File: src/rtl/wb_burst_master.sv
// Wishbone classic-cycle burst master: one command becomes 1..2^LEN_WIDTH beats.
// Optional watchdog on unacknowledged strobes is enabled by defining WB_TIMEOUT_EN.
module wb_burst_master #(
  parameter int ADR_WIDTH = 10,
  parameter int DAT_WIDTH = 16,
  parameter int SEL_WIDTH = DAT_WIDTH / 8,
  parameter int LEN_WIDTH = 4,
  parameter int TIMEOUT   = 15
) (
  input  logic                 CLK,
  input  logic                 RST,
  input  logic                 cmd_valid,
  output logic                 cmd_ready,
  input  logic                 cmd_we,
  input  logic [ADR_WIDTH-1:0] cmd_adr,
  input  logic [SEL_WIDTH-1:0] cmd_sel,
  input  logic [LEN_WIDTH-1:0] cmd_len,
  input  logic [DAT_WIDTH-1:0] wr_dat,
  input  logic                 wr_valid,
  output logic                 wr_ready,
  output logic [DAT_WIDTH-1:0] rd_dat,
  output logic                 rd_valid,
  output logic                 done,
  output logic                 err,
  output logic                 CYC_O,
  output logic                 STB_O,
  output logic                 WE_O,
  output logic [ADR_WIDTH-1:0] ADR_O,
  output logic [SEL_WIDTH-1:0] SEL_O,
  output logic [DAT_WIDTH-1:0] DAT_O,
  input  logic [DAT_WIDTH-1:0] DAT_I,
  input  logic                 ACK_I,
  input  logic                 ERR_I
);

  typedef enum logic [1:0] {IDLE, WDAT, BUS} state_t;

  state_t               state, next_state;
  logic [LEN_WIDTH-1:0] beats_left;
  logic                 tmo_hit;

`ifdef WB_TIMEOUT_EN
  localparam int TW = $clog2(TIMEOUT + 1);
  logic [TW-1:0] tmo_cnt;

  // Counts strobe cycles of the current beat; restarts on every ACK/ERR or beat start.
  always_ff @(posedge CLK or negedge RST) begin
    if (!RST)                                 tmo_cnt <= '0;
    else if (state != BUS || ACK_I || ERR_I)  tmo_cnt <= '0;
    else                                      tmo_cnt <= tmo_cnt + TW'(1);
  end

  assign tmo_hit = (state == BUS) && !ACK_I && !ERR_I && (tmo_cnt == TW'(TIMEOUT - 1));
`else
  // Never fires; the comparison only keeps TIMEOUT referenced in this build.
  assign tmo_hit = (TIMEOUT < 0);
`endif

  // NOTE: every variable written here gets a default first, so no latch is inferred.
  always_comb begin
    next_state = state;
    case (state)
      IDLE: if (cmd_valid) next_state = cmd_we ? WDAT : BUS;
      WDAT: if (wr_valid)  next_state = BUS;
      BUS: begin
        if (ERR_I || tmo_hit)          next_state = IDLE;
        else if (ACK_I) begin
          if (beats_left == '0)        next_state = IDLE;
          else                         next_state = WE_O ? WDAT : BUS;
        end
      end
      default:                         next_state = IDLE;
    endcase
  end

  // Handshake and bus-control outputs are registered from next_state, so all of
  // them are flops and read 0 while reset is asserted.
  // NOTE: sequential state uses non-blocking assignments only.
  always_ff @(posedge CLK or negedge RST) begin
    if (!RST) begin
      state     <= IDLE;
      cmd_ready <= 1'b0;
      wr_ready  <= 1'b0;
      CYC_O     <= 1'b0;
      STB_O     <= 1'b0;
    end else begin
      state     <= next_state;
      cmd_ready <= (next_state == IDLE);
      wr_ready  <= (next_state == WDAT);
      CYC_O     <= (next_state != IDLE);
      STB_O     <= (next_state == BUS);
    end
  end

  always_ff @(posedge CLK or negedge RST) begin
    if (!RST) begin
      WE_O       <= 1'b0;
      ADR_O      <= '0;
      SEL_O      <= '0;
      DAT_O      <= '0;
      beats_left <= '0;
      rd_dat     <= '0;
      rd_valid   <= 1'b0;
      done       <= 1'b0;
      err        <= 1'b0;
    end else begin
      rd_valid <= 1'b0;
      done     <= 1'b0;
      err      <= 1'b0;
      case (state)
        IDLE: if (cmd_valid) begin
          WE_O       <= cmd_we;
          ADR_O      <= cmd_adr;
          SEL_O      <= cmd_sel;
          beats_left <= cmd_len;
        end
        WDAT: if (wr_valid) DAT_O <= wr_dat;
        BUS: begin
          // ERR_I takes priority: the beat is abandoned and nothing is returned.
          if (ERR_I || tmo_hit) begin
            done <= 1'b1;
            err  <= 1'b1;
          end else if (ACK_I) begin
            if (!WE_O) begin
              rd_dat   <= DAT_I;
              rd_valid <= 1'b1;
            end
            if (beats_left == '0) begin
              done <= 1'b1;
            end else begin
              ADR_O      <= ADR_O + ADR_WIDTH'(1);
              beats_left <= beats_left - LEN_WIDTH'(1);
            end
          end
        end
        default: ;
      endcase
    end
  end

endmodule

File: config.mk
export PLATFORM = sky130hd
export DESIGN_NAME = wb_burst_master
export DESIGN_NICKNAME = d
export VERILOG_FILES = /design/src/rtl/wb_burst_master.sv
export SDC_FILE = /design/constraint.sdc
export NUM_CORES = 1
export LEC_CHECK = 0
export ABC_AREA = 1
export BUFFER_PORTS_ARGS = -buffer_cell sky130_fd_sc_hd__buf_4
export CAP_MARGIN = 25
export CORE_UTILIZATION = 45
export DETAILED_ROUTE_END_ITERATION = 10
export GPL_ROUTABILITY_DRIVEN = 0
export PLACE_DENSITY = 0.75
export REMOVE_ABC_BUFFERS = 1
export SLEW_MARGIN = 25
export SYNTH_ARGS = -nofsm -noshare
export SYNTH_HDL_FRONTEND = slang
export SYNTH_SLANG_ARGS = --single-unit
File: constraint.sdc
create_clock -name CLK -period 2 [get_ports CLK]
set_input_delay 0 -clock CLK [delete_from_list [all_inputs] [get_ports CLK]]
set_output_delay 0 -clock CLK [all_outputs]
set_load 0.01 [all_outputs]
==> results of run 1 <==
[cells by family after synthesis]
| kind of cell | after synthesis | share of synthesized area, % |
|---|---|---|
| AO/OA/AOI/OAI | 19 | 4.44 |
| adder cells (fa/ha/maj) | 2 | 0.926 |
| buffers and inverters | 33 | 6.71 |
| flip-flops | 58 | 53.7 |
| multiplexers | 16 | 6.67 |
| AND/OR/NAND/NOR | 174 | 27.5 |
[layer usage]
metal	track usage (%)	vias up	part of all wire (%)
li1	-	1268	-
met1	27.7	1209	39
met2	45.5	93	51
met3	10.7	8	8.8
met4	7.82	0	1.3
met5	0	-	0
[worst min-delay path: cells and delay by family]
| family | cells | cell delay, ns |
|---|---|---|
| simple gates | 4 | 0.23 |
| buf+inv | 1 | 0.08 |
[power breakdown]
| part | switching [uW] | total, uW | internal [uW] | leakage, uW |
|---|---|---|---|---|
| registers | 424 | 2170 | 1750 | 0.000719 |
| logic | 1490 | 2870 | 1380 | 0.00142 |
| clock network | 439 | 974 | 535 | 0.0000903 |
| total | 2350 | 6010 | 3660 | 0.00222 |
[state kept, by name (all words and copies together) (netlist names)]
| register | flops |
|---|---|
| wr_ready | 1 |
| rd_valid | 1 |
| cmd_ready | 1 |
| SEL_O | 2 |
| rd_dat | 16 |
| done | 1 |
| beats_left | 4 |
| ADR_O | 10 |
| state | 2 |
| CYC_O | 1 |
| err | 1 |
| STB_O | 1 |
| WE_O | 1 |
| DAT_O | 16 |
[cells in the mapped netlist]
cell,n,area [um2]
ha_1,2,25.0
buf_6,6,67.6
nor2_1,22,82.6
nand2_1,118,443
buf_4,2,15.0
inv_1,20,75.1
o21ai_0,9,45.0
dfrtp_1,58,1450
nand3_4,1,17.5
nand2_2,2,12.5
o21ai_1,1,5.00
nor2_2,2,12.5
nand3_1,19,95.1
inv_4,2,12.5
o21ai_2,6,52.6
inv_2,3,11.3
nand4_1,4,25.0
mux2_2,16,180
a21boi_0,1,7.51
nand2_4,3,33.8
a21oi_1,2,10.0
nand3b_1,3,22.5
[what timing repair did]
action,4_1_cts,5_1_grt
hold endpoints to repair,106,0
hold buffers,49,0
endpoints found under the setup margin,0,0
[stage by stage]
stage	instance area [um2]	power (uW)	std cells
after floorplan	2620	3620	294
after global placement	3520	4780	474
after detailed placement	3520	4890	474
after CTS	4190	5990	537
after global routing	4190	6450	537
final	4190	6010	537
[layout make-up]
class,instances,area share [%]
Tap cell,72,2.15
Timing Repair Buffer,157,31.1
Clock inverter,2,0.299
Sequential cell,58,34.6
Inverter,25,2.36
Multi-Input combinational cell,211,25.5
Clock buffer,12,3.94
[path summary, 6_finish.rpt]
path	from	end	slack (ns)	depth (start not counted)
max	beats_left[0]	beats_left[0]	0.42	9
min	cmd_adr[7]	ADR_O[7]	0.02	5
max reg2reg	beats_left[0]	beats_left[0]	0.42	9
min reg2reg	rd_dat[12]	rd_dat[12]	0.49	2
max in group asynchronous	RST	beats_left[2]	1.23	2
min in group asynchronous	RST	DAT_O[2]	0.27	2
==> qor.yml, run 1 <==
layout:
  antennaDiodeCount: 0
  layout-drive-gt1-share_pct: 33.8
  fillerInstances: 398
  finish.utilization_pct: 74.3
  final_common_cell: "nand2_1"
  num-nets-final: 519
  most-common-layout-cells: "118 x nand2_1, 108 x buf_4, 58 x dfrtp_1"
  multi_input_area_um2: 1070
  area_delta_synth_final_pct: 55.0
  seqCellArea_um2: 1450
worst_setup_path:
  worst-setup-path-type: "flip-flop to flip-flop"
  crit_path_end_kind: "flip-flop"
  arrival_ns: 1.78
  slowest_delay_ns: 0.38
  critPathBufInv: 2
  cp-start-kind: "flip-flop"
  crit_slowest_cell: "dfrtp_1"
  crit_path_cell_trace: "inv_1 -> ha_1 -> nand3_1 -> nand2_1 -> nand2_4 -> nand2_4 -> inv_4 -> nand2_1 -> o21ai_2"
  crit_family: "simple AND/OR/NAND/NOR gates"
  worstPathRequired_ns: 2.21
  crit_path_max_fanout: 16
detailed_routing:
  via_per_inst: 4.80
  via_count: 2578
  remaining_drc_errors: 0
  wirelength_um: 7460
  firstDrtPassIters: 4
  wl_per_cell_um: 13.9
  drt_iter0_drc: 154
  ant_nets: 0
cts:
  cts_sinks: 58
  clk_path_buf_depth: 2
  cts_tree: "done"
  h-tree-depth: 3
  cts_resized: 0
  clkTransAtPathRegs_ns: 0.06
  insertion_delay_ns: 0.33
  cts_setup_buffers: 0
  cts_buffers: 9
  root_buffer: "clkbuf_8"
timing:
  slew_violations: 0
  rsz0062_at_grt: "no"
  post-route-min-period_ns: 1.58
  whs_ns: 0.0173
  max_freq_mhz: 635
  relSlewSlack_pct: 51.0
  fin_crit_sh_pct: 78.8
  setup-violations-final: 0
  setup_slack_ns: 0.425
  fin_tns_setup_ns: 0
  worstMarginPinSlew_ns: 0.734
  hold_viol: 0
  finalClockSkew_ns: 0.00710
global_route:
  grt_pass1_vias: 2732
  grt.overflow.total: 0
  groute.usage.overall_pct: 25.7
  grt_pass1_wl_um: 12200
  grt_max_degree: 59
  antenna_found_initial: 0
synthesis:
  seq_area_frac_synth_pct: 53.7
  synth_warnings: 0
  syn_area_um2: 2700
  netlist_instances: 302
  syn_area_per_cell_um2: 8.95
  synth.distinct_cells: 22
  ys_ff_latch: 58
flow_run:
  drv_cap: 0
floorplan:
  ios: 107
  row_count: 27
  core_area_um2: 5640
  dieArea_um2: 6320
  die_h_um: 79.5
  dieWidth_um: 79.5
  start_util_pct: 47.9
power:
  leakagePower_uw: 0.00222
  vdd_drop_max_mv: 0.733
  power_density_nw_per_um2: 1440
place:
  dp_hpwl_um: 4570
  dp_slack_ns: 0.430
  place.port_buffers: 106
min_path:
  hp-class: "input port to flip-flop"
outcome:
  status: "complete, no violations"
Power figures use the tool's default switching activity.
==> run 2: changes to the inputs <==
- clock period: 2 -> 1.5 ns (I/O delays scaled with it)
==> qor.yml, run 2 (synthesis results as in run 1) <==
worst_setup_path:
  worst-setup-path-type: "flip-flop to flip-flop"
  arrival_ns: 1.73
  worstRegToRegCells: 7
  cp-startpoint: "state[0]"
  cp-start-kind: "flip-flop"
  worstPathRequired_ns: 1.77
  rrSetupSlack_ns: 0.04
  crit_path_end_kind: "flip-flop"
  r2r_start: "state[0]"
  crit_path_max_fanout: 17
floorplan:
  dieArea_um2: 6320
  dieWidth_um: 79.5
  die_h_um: 79.5
  core_area_um2: 5640
  start_util_pct: 47.9
  row_count: 27
  ios: 107
timing:
  setup_slack_ns: 0.0436
  fin_tns_setup_ns: 0
  fin_crit_sh_pct: 97.1
  slew_violations: 0
  setup-violations-final: 0
  hold_viol: 0
  post-route-min-period_ns: 1.46
  worstMarginPinSlew_ns: 0.741
  relSlewSlack_pct: 50.6
  finalClockSkew_ns: 0.00829
  max_freq_mhz: 687
power:
  vdd_drop_max_mv: 1.20
  leakagePower_uw: 0.00227
  finalPower_uw: 8690
  power_density_nw_per_um2: 2010
layout:
  fillerInstances: 378
  reg_top3: "DAT_O: 16 flops, rd_dat: 16 flops, ADR_O: 10 flops"
  finish.utilization_pct: 76.8
  multi_input_area_um2: 1110
  num-nets-final: 527
  antennaDiodeCount: 0
  layout-drive-gt1-share_pct: 36.6
  most-common-layout-cells: "117 x nand2_1, 117 x buf_4, 57 x dfrtp_1"
  area_delta_synth_final_pct: 60.3
  seqCellArea_um2: 1450
detailed_routing:
  drt_iter0_drc: 122
  wirelength_um: 8150
  via_count: 2741
  remaining_drc_errors: 0
  ant_nets: 0
  firstDrtPassIters: 4
  wl_per_cell_um: 14.9
  via_per_inst: 5.01
global_route:
  grt_max_degree: 59
  grt_pass1_vias: 2803
  antenna_found_initial: 0
  grt_pass1_wl_um: 13000
  groute.usage.overall_pct: 27.4
  grt.overflow.total: 0
min_path:
  min_from: "cmd_adr[9]"
  hp-class: "input port to flip-flop"
  whs_path_depth: 5
outcome:
  status: "complete, no violations"
cts:
  insertion_delay_ns: 0.34
  root_buffer: "clkbuf_8"
  clk_path_buf_depth: 2
  clkTransAtPathRegs_ns: 0.07
  cts_sinks: 58
  cts_buffers: 9
  h-tree-depth: 3
  cts_tree: "done"
place:
  dp_hpwl_um: 4520
  place.port_buffers: 106
  dp_slack_ns: 0.0203
flow_run:
  drv_cap: 0
-- run 2: changes by cell type in the layout (fill, tap and decap cells not counted), sizes merged, moves of 2 or more --
cell / previous run / this run
dlygate4sd3: 49 / 46
clkinv: 1 / 3
buf: 108 / 118
bufinv: 0 / 2
-- run 2: cell type report --
type / instances / area share (%)
Clock buffer: 11 / 3.26
Clock inverter: 5 / 1.79
Inverter: 25 / 2.51
Multi-Input combinational cell: 212 / 25.7
Sequential cell: 58 / 33.5
Tap cell: 72 / 2.08
Timing Repair Buffer: 164 / 31.2
-- run 2: worst max-delay path, cell delays in order (launching register included) --
cell	delay, ns
dfrtp_2	0.46
nor2_2	0.18
nand2_1	0.17
inv_2	0.15
nand2_8	0.12
clkinv_8	0.12
nand2_1	0.08
nand2_1	0.10
-- run 2: path summary, 6_finish.rpt --
kind	to
worst max register to register	rd_dat[11]
worst max-delay path	rd_dat[11]
max in group asynchronous	state[0]
worst min register to register	SEL_O[0]
worst min-delay path	ADR_O[9]
min in group asynchronous	DAT_O[2]
-- run 2: per-stage QoR --
| stage | area [um2] | cells | hold WS [ns] |
|---|---|---|---|
| 2_1_floorplan | 2620 | 294 | -0.296 |
| 3_3_place_gp | 3570 | 480 | 0.107 |
| 3_5_place_dp | 3570 | 480 | 0.109 |
| 4_1_cts | 4250 | 542 | 0.00100 |
| 5_1_grt | 4330 | 547 | 0.0362 |
| 6_report | 4330 | 547 | 0.00371 |
-- run 2: layer usage --
layer / GRT usage (%) / vias to the layer above / routed length (um)
met2: 47.9 / 125 / 4190
li1: - / 1289 / -
met5: 0 / - / 0
met3: 7.43 / 21 / 652
met1: 30.9 / 1306 / 3100
met4: 12.2 / 0 / 203
-- run 2: what timing repair did --
item                                    CTS  global route
resized for setup                         2            11
cloned                                    0             1
endpoints found under the setup margin    3            23
setup buffers                             0             4
hold endpoints to repair                104             0
pin swaps                                 0             2
hold buffers                             46             0
-- run 2: report_power, final --
group          switching (uW)  internal, uW
Clock                     647           975
Sequential                546          2330
Combinational            2180          2010
Total                    3370          5320
